==> config.mk <==
export PLATFORM = sky130hd
export DESIGN_NAME = image_buffer_writer
export DESIGN_NICKNAME = d
export VERILOG_FILES = /design/src/rtl/image_buffer_writer.sv
export SDC_FILE = /design/constraint.sdc
export NUM_CORES = 1
export LEC_CHECK = 0
export ABC_AREA = 0
export CORE_MARGIN = 3
export CORE_UTILIZATION = 43
export DETAILED_ROUTE_END_ITERATION = 16
export PLACE_DENSITY = 0.88
export SLEW_MARGIN = 30
export SYNTH_ARGS = -nofsm -noshare
export SYNTH_HDL_FRONTEND = slang
export SYNTH_SLANG_ARGS = --single-unit
==> constraint.sdc <==
create_clock -name clk -period 2.4 [get_ports clk]
set_clock_uncertainty 0.2 [all_clocks]
set_input_delay 0.36 -clock clk [delete_from_list [all_inputs] [get_ports clk]]
set_output_delay 0.36 -clock clk [all_outputs]
set_load 0.01 [all_outputs]
==> src/rtl/image_buffer_writer.sv <==
// Ping-pong image writer: streams pixels into one of two BRAM buffers and
// hands each completed buffer to a downstream reader with a start pulse.
module image_buffer_writer #(
  parameter int unsigned PIXEL_SIZE = 8,
  parameter int unsigned NUM_PIXELS = 784,
  parameter logic [31:0] BASE_ADDR1 = 32'hB000_0000,
  parameter logic [31:0] BASE_ADDR2 = 32'hB000_1000
) (
  input  logic                  clk,
  input  logic                  reset_n,
  input  logic [PIXEL_SIZE-1:0] pixel_i,
  input  logic                  pixel_valid_i,
  output logic                  stall_o,
  output logic [31:0]           bram_address,
  output logic [31:0]           bram_wdata,
  output logic [3:0]            bram_we,
  output logic                  bram_en,
  output logic                  start_o,
  input  logic                  image_done_i
);

  localparam int unsigned CNT_W = 10;
  localparam logic [CNT_W-1:0] LAST_IDX = CNT_W'(NUM_PIXELS - 1);

  typedef enum logic [1:0] {
    FILL    = 2'd0,
    COMMIT  = 2'd1,
    BLOCKED = 2'd2
  } state_t;

  state_t           r_state;
  state_t           w_next_state;
  logic [CNT_W-1:0] r_count;
  logic             r_wbuf;
  logic             r_rbuf;
  logic [1:0]       r_full;
  logic [1:0]       w_full_next;
  logic             r_busy;
  logic             r_start;
  logic             r_bram_en;
  logic [3:0]       r_bram_we;
  logic [31:0]      r_bram_address;
  logic [31:0]      r_bram_wdata;

  logic             w_stall;
  logic             w_accept;
  logic             w_done;
  logic             w_launch;
  logic [31:0]      w_base;
  logic [31:0]      w_wr_addr;

  // Stall is a pure decode of registered state so upstream sees it early.
  assign w_stall   = (r_state != FILL) || r_full[r_wbuf];
  assign w_accept  = pixel_valid_i && !w_stall;
  assign w_done    = image_done_i && r_busy;
  assign w_launch  = r_full[r_rbuf] && !r_busy;
  assign w_base    = r_wbuf ? BASE_ADDR2 : BASE_ADDR1;
  assign w_wr_addr = w_base + 32'({r_count, 2'b00});

  // Full flags after this cycle: reader release and writer commit touch
  // different buffers, so both may land in the same cycle.
  always_comb begin
    w_full_next = r_full;
    if (w_done) begin
      w_full_next[r_rbuf] = 1'b0;
    end
    if (r_state == COMMIT) begin
      w_full_next[r_wbuf] = 1'b1;
    end
  end

  always_comb begin
    w_next_state = r_state;
    case (r_state)
      FILL: begin
        if (w_accept && (r_count == LAST_IDX)) begin
          w_next_state = COMMIT;
        end
      end
      COMMIT: begin
        w_next_state = w_full_next[~r_wbuf] ? BLOCKED : FILL;
      end
      BLOCKED: begin
        if (!w_full_next[r_wbuf]) begin
          w_next_state = FILL;
        end
      end
      default: w_next_state = FILL;
    endcase
  end

  always_ff @(posedge clk or negedge reset_n) begin
    if (!reset_n) begin
      r_state <= FILL;
    end else begin
      r_state <= w_next_state;
    end
  end

  // Write side: pixel counter, buffer pointer, full flags.
  always_ff @(posedge clk or negedge reset_n) begin
    if (!reset_n) begin
      r_count <= '0;
      r_wbuf  <= 1'b0;
      r_full  <= 2'b00;
    end else begin
      r_full <= w_full_next;
      if (r_state == COMMIT) begin
        r_count <= '0;
        r_wbuf  <= ~r_wbuf;
      end else if (w_accept) begin
        r_count <= r_count + CNT_W'(1);
      end
    end
  end

  // Read side: the busy flag gates start so it can never fire twice in a row.
  always_ff @(posedge clk or negedge reset_n) begin
    if (!reset_n) begin
      r_rbuf  <= 1'b0;
      r_busy  <= 1'b0;
      r_start <= 1'b0;
    end else begin
      r_start <= w_launch;
      if (w_done) begin
        r_busy <= 1'b0;
        r_rbuf <= ~r_rbuf;
      end else if (w_launch) begin
        r_busy <= 1'b1;
      end
    end
  end

  always_ff @(posedge clk or negedge reset_n) begin
    if (!reset_n) begin
      r_bram_en      <= 1'b0;
      r_bram_we      <= 4'h0;
      r_bram_address <= '0;
      r_bram_wdata   <= '0;
    end else begin
      r_bram_en <= w_accept;
      r_bram_we <= w_accept ? 4'hF : 4'h0;
      if (w_accept) begin
        r_bram_address <= w_wr_addr;
        r_bram_wdata   <= 32'(pixel_i);
      end
    end
  end

  assign stall_o      = w_stall;
  assign start_o      = r_start;
  assign bram_en      = r_bram_en;
  assign bram_we      = r_bram_we;
  assign bram_address = r_bram_address;
  assign bram_wdata   = r_bram_wdata;

endmodule

==> key figures <==
Synth
  • Count leader, synth: nand2_1
  • Ys async rst share: 1.000
  • Share of Yosys cell area claimed by the top area cell type: 0.4821
  • Post-synth EDFFs: 0
  • Synth Instances: 218
  • Post-synthesis cell type count: 34
  • Synth area leaders: dfrtp_1 (48%), buf_4 (18%), nand2_1 (12%)
  • Mapped cell area: around 2000 um2
  • FF+latch count, synth: 39
  • Syn Area/Cell: 9.286 um2
  • Post-synth top cells: nand2_1 (67), buf_4 (48), dfrtp_1 (39)
  • Part of the Yosys area used for sequential elements: 0.4821
  • Post-synth top area cell: dfrtp_1
  • Synthesis Warnings: 0
  • Main flop type after synthesis: dfrtp_1

Global routing
  • Remaining Overflow, GRT: 0
  • First-pass GRT wire length: 5906 um
  • Initial antenna violation count: 0
  • Largest net degree at the start of global routing: 40
  • Number of global-route vias before repair: about 1,300
  • GRT Total Usage: 0.1375

Setup path
  • Data arrival time at the worst-slack endpoint: approximately 1.5 ns
  • Crit path max fanout: 4
  • Type of the worst setup path: reg2out
  • Worst endpoint required time: ~1.8 ns
  • Worst setup SP type: flop
  • Endpoint type of the worst setup path: output pin

Finish
  • Final Cell Area: 2397 um2
  • Share of layout cells above drive strength 1: 0.06564
  • Antenna cells: 0
  • Layout area overhead: 18.42%
  • Total Nets Final: roughly 270

Placement
  • Dpl cell area: approximately 2300 um2
  • IO buf count: 40
  • GPL Wtd Cong: 0.7742
  • Post-DP HPWL: approximately 2700 um

Floorplanning
  • Die footprint: about 5600 um2
  • # IOs: 83
  • Die Y: ~75 um
  • Initial Util: 0.4555
  • Core Footprint: 4444 um2
  • Die Span X: roughly 75 um
  • FP Rows: 24

Run status
  • Status: finished, final reports clean

Job
  • Total of max-cap violations: 0

Route
  • Drt drc: 0
  • Initial DRT Pass Iterations: 4
  • WL final: approximately 3700 um
  • Via count: around 1,400
  • Vias per cell: about 4.6
  • DRT antenna net count: 0
  • Initial drt markers: slightly above 80
  • Routed len/inst: 12.01 um

STA
  • Fin Setup TNS: 0 ns
  • Fin Hold WS: 0.2738 ns
  • Slew headroom: 0.4464
  • Final Slew Violations: 0
  • Final setup vio count: 0
  • Min cycle time layout: between 2 and 2.5 ns
  • Fin crit share: 0.8612
  • Top achievable clock speed: about 0.48 GHz
  • Unrepaired setup endpoints after global routing: false
  • Worst-Margin Slew: about 0.83 ns
  • Hold Vio Cnt, Final: 0

Pwr
  • Lkg Pwr: 1.198 nW
  • Worst vdd ir: ~0.00042 V
  • PwrDens: 926.1 nW/um2
  • Final total power: between 2 and 2.5 mW

Clock tree
  • Clock latency at the later pin of the worst-skew pair: about 0.28 ns
  • Num CTS Buffers: 5
  • Clk pin slew, worst setup/hold paths: approximately 0.070 ns
  • Clock Path Buffers: 2
  • CTS sink count: 39
  • Root Buffer: clkbuf_8
  • H-Tree Depth: 2
  • CTS tree: yes

Hold path
  • Hold Path Class: reg2reg
==> cell usage in the layout, fill, tap and decap left out, types with 2 or more instances in the layout <==
cell type	instances
a21oi_1	4
buf_4	5
clkbuf_8	7
clkdlybuf4s50_1	38
conb_1	42
dfrtp_1	39
mux2i_1	3
nand2_1	67
nand2b_1	3
nand3_1	5
nand4_1	3
nor2_1	7
nor4_1	2
o21ai_0	3
o31ai_1	2
or3_1	2
or4_1	2
xnor2_1	4
xor2_1	3
==> worst max-delay path: stages (launching register included) <==
cell and delay (ns):
dfrtp_1 0.43, mux2_2 0.30, or3_1 0.31, dlymetal6s2s_1 0.18
==> kinds of logic (layout without fill, tap and decap cells) <==
| group | after synthesis | count (layout) | share of synthesized area |
|---|---|---|---|
| AO/OA/AOI/OAI | 12 | 12 | 0.03585 |
| XOR/XNOR | 7 | 7 | 0.03028 |
| adder cells (fa/ha/maj) | 1 | 1 | 0.006179 |
| buffers and inverters | 55 | 55 | 0.1953 |
| flip-flops | 39 | 39 | 0.4821 |
| multiplexers | 5 | 5 | 0.03152 |
| other | 1 | 42 | 0.001852 |
| AND/OR/NAND/NOR | 98 | 98 | 0.2169 |
==> area by class of cell <==
cell class	count	area, um2
Inverter	1	3.754
Sequential cell	39	975.9
Fill cell	386	2047
Multi-Input combinational cell	165	807.0
Tap cell	52	65.06
Clock buffer	8	100.1
Timing Repair Buffer	46	445.4
==> state kept, by name, indices dropped and copies added, names as in the netlist <==
signal,cells
bram_address,12
bram_wdata,8
bram_we,1
r_busy,1
r_count,10
r_full,2
r_rbuf,1
r_state,2
r_wbuf,1
start_o,1
==> metrics by stage <==
step,worst slack [ns],utilization,std cells
3_5_place_dp,0.1511,0.5141,302
6_report,0.3331,0.5394,311
3_3_place_gp,0.2278,0.5141,302
2_1_floorplan,0.6669,-,259
5_1_grt,0.2597,0.5394,311
4_1_cts,0.003002,0.5389,311
==> metal layers <==
metal  global-route usage  vias to the layer above  wire, um
met5                    0                        -         0
met4              0.06719                        0        61
met3              0.03204                        7       261
met2               0.2312                       61      1848
met1               0.1664                      671      1563
li1                     -                      694         -
==> final timing paths <==
check / endpoint / slack [ns] / from / depth (start not counted)
max: stall_o / 0.33 / r_full[1] / 3
min in group asynchronous: bram_we[2] / 0.53 / reset_n / 2
max in group asynchronous: bram_wdata[5] / 0.96 / reset_n / 2
max reg2reg: r_count[7] / 0.52 / r_state[0] / 4
min: bram_address[5] / 0.27 / bram_address[5] / 2
min reg2reg: bram_address[5] / 0.27 / bram_address[5] / 2
==> power breakdown <==
group / internal, mW / switching [mW]
Combinational: 0.375 / 0.362
Clock: 0.262 / 0.210
Sequential: 0.844 / 0.167
==> what timing repair did <==
| item | 4_1_cts | 5_1_grt |
|---|---|---|
| endpoints found under the hold margin | 4 | 0 |
| resized for setup | 0 | 1 |
| endpoints found under the setup margin | 0 | 1 |
| setup buffers | 0 | 0 |
| hold buffers | 1 | 0 |
(Power assumes the default switching activity.)
